<file path="src/rtl/clk_meter_pkg.sv">
// Shared types and constants for the clock period meter.
package clk_meter_pkg;

    localparam int MEAS_W = 32;
    localparam logic [MEAS_W-1:0] CNT_SAT = '1;
    localparam logic [MEAS_W-1:0] CNT_ONE = MEAS_W'(1);

    typedef enum logic [1:0] {
        IDLE,
        ARM,
        MEASURE,
        LOCKED
    } meter_state_e;

    function automatic logic [MEAS_W-1:0] sat_inc(input logic [MEAS_W-1:0] v);
        return (v == CNT_SAT) ? v : v + CNT_ONE;
    endfunction

endpackage

</file>
<file path="src/rtl/sync_edge_detect.sv">
// Synchronizes an asynchronous level and flags any change (rising or falling)
// of the synchronized value for one clock cycle.
module sync_edge_detect #(
    parameter int SYNC_STAGES = 2
) (
    input  logic clk,
    input  logic rst_n,
    input  logic async_i,
    output logic edge_o
);

    logic [SYNC_STAGES-1:0] sync_q;
    logic                   hist_q;

    // NOTE: sequential state uses non-blocking assignments and an async reset branch.
    always_ff @(posedge clk or negedge rst_n) begin
        if (!rst_n) begin
            sync_q <= '0;
            hist_q <= 1'b0;
        end else begin
            sync_q <= {sync_q[SYNC_STAGES-2:0], async_i};
            hist_q <= sync_q[SYNC_STAGES-1];
        end
    end

    assign edge_o = sync_q[SYNC_STAGES-1] ^ hist_q;

endmodule

</file>
<file path="src/rtl/clk_period_meter_32.sv">
// Measures the half-period of an asynchronous clock in inclk cycles and reports
// lock once LOCK_COUNT consecutive measurements agree.
module clk_period_meter_32
    import clk_meter_pkg::*;
#(
    parameter int SYNC_STAGES = 2,
    parameter int LOCK_COUNT  = 4
) (
    input  logic              inclk,
    input  logic              Reset_n,
    input  logic              sigclk,
    input  logic              enable,
    input  logic [MEAS_W-1:0] timeout_count,
    output logic [MEAS_W-1:0] half_period,
    output logic              meas_valid,
    output logic              locked,
    output logic              lost
);

    localparam int MATCH_W = $clog2(LOCK_COUNT + 1);
    localparam logic [MATCH_W-1:0] LOCK_MATCH = MATCH_W'(LOCK_COUNT);
    localparam logic [MATCH_W-1:0] MATCH_ONE  = MATCH_W'(1);

    meter_state_e      state_q;
    logic [MEAS_W-1:0] cnt_q, cnt_d;
    logic [MEAS_W-1:0] wait_q, wait_d;
    logic [MATCH_W-1:0] match_q, match_d;
    logic [MEAS_W-1:0] half_period_q;
    logic              meas_valid_q, locked_q, lost_q;
    logic              sig_edge;
    logic              timeout_hit;
    logic              timeout_en;

    sync_edge_detect #(
        .SYNC_STAGES(SYNC_STAGES)
    ) u_sync (
        .clk    (inclk),
        .rst_n  (Reset_n),
        .async_i(sigclk),
        .edge_o (sig_edge)
    );

    assign timeout_en = (timeout_count != '0);

    // ARM uses its own wait counter so a clock that never starts is still caught.
    // NOTE: every always_comb output gets a default first so no latch is inferred.
    always_comb begin
        cnt_d       = '0;
        wait_d      = '0;
        timeout_hit = 1'b0;
        case (state_q)
            ARM: begin
                cnt_d       = sig_edge ? CNT_ONE : '0;
                wait_d      = sig_edge ? '0 : sat_inc(wait_q);
                timeout_hit = timeout_en && !sig_edge && (wait_q >= timeout_count);
            end
            MEASURE, LOCKED: begin
                cnt_d       = sig_edge ? CNT_ONE : sat_inc(cnt_q);
                timeout_hit = timeout_en && !sig_edge && (cnt_q >= timeout_count);
            end
            default: ;
        endcase
        if (!enable || timeout_hit) begin
            cnt_d  = '0;
            wait_d = '0;
        end
    end

    // match_q of zero marks the first capture after ARM, which has nothing to compare against.
    always_comb begin
        match_d = MATCH_ONE;
        if (match_q != '0 && cnt_q == half_period_q) begin
            match_d = (match_q == LOCK_MATCH) ? match_q : match_q + MATCH_ONE;
        end
    end

    always_ff @(posedge inclk or negedge Reset_n) begin
        if (!Reset_n) begin
            state_q       <= IDLE;
            cnt_q         <= '0;
            wait_q        <= '0;
            match_q       <= '0;
            half_period_q <= '0;
            meas_valid_q  <= 1'b0;
            locked_q      <= 1'b0;
            lost_q        <= 1'b0;
        end else begin
            cnt_q        <= cnt_d;
            wait_q       <= wait_d;
            meas_valid_q <= 1'b0;
            if (!enable) begin
                state_q  <= IDLE;
                match_q  <= '0;
                locked_q <= 1'b0;
                lost_q   <= 1'b0;
            end else begin
                case (state_q)
                    IDLE: state_q <= ARM;
                    ARM: begin
                        if (sig_edge) begin
                            state_q <= MEASURE;
                        end else if (timeout_hit) begin
                            lost_q        <= 1'b1;
                            locked_q      <= 1'b0;
                            half_period_q <= '0;
                            match_q       <= '0;
                        end
                    end
                    MEASURE, LOCKED: begin
                        if (sig_edge) begin
                            half_period_q <= cnt_q;
                            meas_valid_q  <= 1'b1;
                            lost_q        <= 1'b0;
                            match_q       <= match_d;
                            if (match_d == LOCK_MATCH) begin
                                state_q  <= LOCKED;
                                locked_q <= 1'b1;
                            end else begin
                                state_q  <= MEASURE;
                                locked_q <= 1'b0;
                            end
                        end else if (timeout_hit) begin
                            state_q       <= ARM;
                            lost_q        <= 1'b1;
                            locked_q      <= 1'b0;
                            half_period_q <= '0;
                            match_q       <= '0;
                        end
                    end
                    default: state_q <= IDLE;
                endcase
            end
        end
    end

    assign half_period = half_period_q;
    assign meas_valid  = meas_valid_q;
    assign locked      = locked_q;
    assign lost        = lost_q;

endmodule

</file>
<file path="config.mk">
export PLATFORM = sky130hd
export DESIGN_NAME = clk_period_meter_32
export DESIGN_NICKNAME = d
export VERILOG_FILES = /design/src/rtl/clk_meter_pkg.sv /design/src/rtl/sync_edge_detect.sv /design/src/rtl/clk_period_meter_32.sv
export SDC_FILE = /design/constraint.sdc
export NUM_CORES = 1
export LEC_CHECK = 0
export CORE_UTILIZATION = 55
export CTS_BUF_LIST = sky130_fd_sc_hd__clkbuf_4
export DETAILED_ROUTE_END_ITERATION = 10
export DONT_BUFFER_PORTS = 1
export PLACE_DENSITY = 0.71
export SKIP_CTS_REPAIR_TIMING = 1
export SLEW_MARGIN = 40
export SYNTH_ARGS = -nofsm -noshare
export SYNTH_HDL_FRONTEND = slang
export SYNTH_SLANG_ARGS = --single-unit
</file>
<file path="constraint.sdc">
create_clock -name inclk -period 2.29 [get_ports inclk]
set_clock_uncertainty 0.2 [all_clocks]
set_input_delay 0.5725 -clock inclk [delete_from_list [all_inputs] [get_ports inclk]]
set_output_delay 0.5725 -clock inclk [all_outputs]
set_load 0.1 [all_outputs]
</file>
==> results.md <==
* Syn_nets at 948
* Crit path launch type: register
* Unique cell type count in the Yosys netlist at 57
* Failing checks: negative hold slack, negative setup slack
* Die ar. at 0.01375 mm^2
* ANT cells at 0
* Global route overflow at 0
* Area share of the largest cell type after synthesis at 36.64%
* Syn Area/Cell at 8.658 um^2
* Total power at 0.003737 W
* Buffers on Ports at 0
* Nets at 1109
* Synth async-reset ratio at 100.0%
* Finished Layout Cells at 1182
* GR Util All Layers at 31.72%
* Crit path setup slack, layout at -443.8 ps
* Unrepaired setup endpoints after global routing: yes
* Vias/cell at 5.856
* Site Rows at 41
* Total Wirelength at 21130 um
* Detailed Place HPWL at 16190 um
* Leakage power at 4.436 nW
* Status: complete, but fails checks
* Vias at 6922
* Final setup viols at 103
* Slowest cell on crit path: dfrtp_1
* Hold Worst Slack at -456.9 ps
* Core Box Area at 0.01277 mm^2
* TritonCTS clock tree: built
* Post-synthesis sequential area ratio at 36.64%
* Tmin final at 2734 ps
* Worst-Skew Late Latency at 510 ps
* Max incr delay on CP at 450 ps
* Design area at 0.009420 mm^2
* Worst EP required at 2530 ps
* Post-Synthesis Cells at 844
* Int Pwr at 0.002479 W
* Num CTS Buffers at 9
* Final Cycle Share at 119.4%
* Area grow syn2layout at 28.92%
* Synth area leader: dfrtp_1
* Drt drc at 0
* Largest net degree at the start of global routing at 108
* First-pass GRT wire length at 32940 um
* Top cell family by delay on the critical path: compound AO/OA/AOI/OAI gates
* NetSw at 0.001259 W
* Filler instances at 953
* P per Cell Area at 396.7 mW/mm^2
* Ys Warns at 0
* Share of layout cells above drive strength 1 at 30.59%
* Seq pwr share at 52.4%
* Net Sw Frac at 33.67%
* Max frequency at 365.8 MHz
* Clock Sink Count at 107
* Io pins at 71
* Most used cell, CP: buf_12
* Post-synthesis register bit count at 107
* Peak supply drop at 415.3 uV
* Global placement routability congestion at 0.9534
* Deepest clock path buffer count at 2
* Avg WL per Cell at 17.87 um
* Final antenna-violating net count at 0
* Critical path class: register to register
* Crit path max fanout at 13
* Router iterations before antenna repair at 5
* Top-count cell post-synth: dfrtp_1
* Headroom to the max-slew limit at 71.63%
* Post-Syn Area at 0.007307 mm^2
* Max-Cap Viols at 0
* Clock slew at reported path FFs at 170 ps
* Clk pwr share at 25.3%
* Die H at 117.3 um
* Initial core utilization at 57.20%
* Initial antenna violation count at 0
* Comb pwr share at 22.2%
* Commonest cells post-synth: 107 x dfrtp_1, 82 x nand2_1, 82 x nor2_1
* Vias in the first global route at 6835
* Worst path bufs/invs at 3
* Placed inst area at 0.009072 mm^2
* Ys flop type: dfrtp_1
* Slew Limit Fails at 0
* Placed Cells at 1161
* Crit-path cells: ha_4 -> a211o_1 -> a31oi_1 -> o311a_1 -> o41ai_4 -> a211oi_4 -> buf_4 -> nor2_2 -> buf_12 -> buf_12 -> o21ai_1
* Die X at 117.3 um
* Main area contributors after synthesis: dfrtp_1 37%, ha_1 12%, xnor2_1 6.7%
* Area occupied by multi-input gates at 0.004621 mm^2
* Register area at 0.002714 mm^2
* H-tree levels at 3
* Root buf cell: clkbuf_4
* Final hold vios at 107
* Worst hold path type: input pin to async pin
* Number of synthesized flops with an enable pin at 0
* Worst-Margin Slew at 424.1 ps
* Worst Path Arrival at 2980 ps
* First DRT Iteration DRCs at 618
* Setup crit end kind: register
-- cells in the final DEF, fill, tap and decap left out, types with 5 or more instances in the layout --
cell type,n
clkbuf_4,10
nor4_1,12
buf_4,178
ha_4,9
nand3_1,38
nor3_1,5
nor3_2,6
buf_12,8
xnor2_1,54
a31oi_1,7
o21ai_0,25
dfrtp_2,29
dfrtp_1,78
ha_1,58
inv_1,37
o21ai_2,10
nand2_1,82
and4_1,6
a22oi_1,32
a21oi_2,11
and3_1,12
a21oi_1,54
nor2_2,10
nor2_1,73
nand4_1,36
o21ai_1,23
nor2b_1,5
xor2_1,28
-- logic make-up after synthesis --
family / synth area share (%)
muxes: 0.1370
AOI/OAI and AO/OA: 14.74
DFF: 36.64
adders and majority gates: 11.64
xor gates and xnor gates: 10.07
and+or+nand+nor: 22.19
buffers and inverters: 4.572
-- per-layer routing --
metal	vias to the layer above	global-route usage (%)	routed length, um
met3	55	6.694	1279
met4	0	14.18	819
li1	3322	-	-
met1	3308	38.85	8748
met2	237	53.80	10280
met5	-	0	0
-- path summary, 6_finish.rpt --
path	start	to	slack [ps]	cells after the start
setup / recovery	wait_q[2]	half_period[3]	-440	11
hold / removal	Reset_n	wait_q[11]	-460	0
setup reg to reg	wait_q[2]	half_period[3]	-440	11
hold reg to reg	u_sync.sync_q[0]	u_sync.sync_q[1]	170	0
max in group asynchronous	Reset_n	half_period[23]	2150	0
min in group inclk	enable	locked	20	2
-- power groups by stage --
stage / combinational, W / clock [W] / sequential, W
2_1_floorplan: 0.000351 / 0 / 0.00218
3_3_place_gp: 0.000748 / 0 / 0.00199
3_5_place_dp: 0.000773 / 0 / 0.00199
4_1_cts: 0.000775 / 0.000959 / 0.00196
5_1_grt: 0.000895 / 0.00102 / 0.00196
6_report: 0.000831 / 0.000947 / 0.00196
-- per-stage QoR --
step                      setup WS (ps)  setup TNS (ps)  util [%]
final                            -443.8          -36760     73.75
after global routing             -540.8          -46710     73.75
after CTS                        -477.8          -33000     72.01
after detailed placement         -661.4          -52940     71.03
after global placement           -535.5          -44540     71.03
after floorplan                  -303.5          -24140         -
-- flip-flops by register name (all words and copies together) (netlist names) --
| signal | count |
|---|---|
| cnt_q | 32 |
| half_period | 32 |
| match_q | 3 |
| state_q | 2 |
| wait_q | 32 |
| u_sync.hist_q | 1 |
| locked | 1 |
| meas_valid | 1 |
| lost | 1 |
| u_sync.sync_q | 2 |
-- worst reg2reg max path, delay by kind of cell, from the launching register on --
kind	cells	cell delay, ps
flip-flops	1	450
AND/OR/NAND/NOR	1	40
AO/OA/AOI/OAI	6	1250
buffers and inverters	3	480
adder cells (fa/ha/maj)	1	260
-- layout make-up --
class	count	area share, %
multi-input cells	653	49.05
repair buffers	190	16.48
clock inverters	6	0.5313
well taps	172	2.284
clock buffers	10	0.7969
flip-flops and latches	107	28.81
inverters	44	2.045
(Power assumes the default switching activity.)
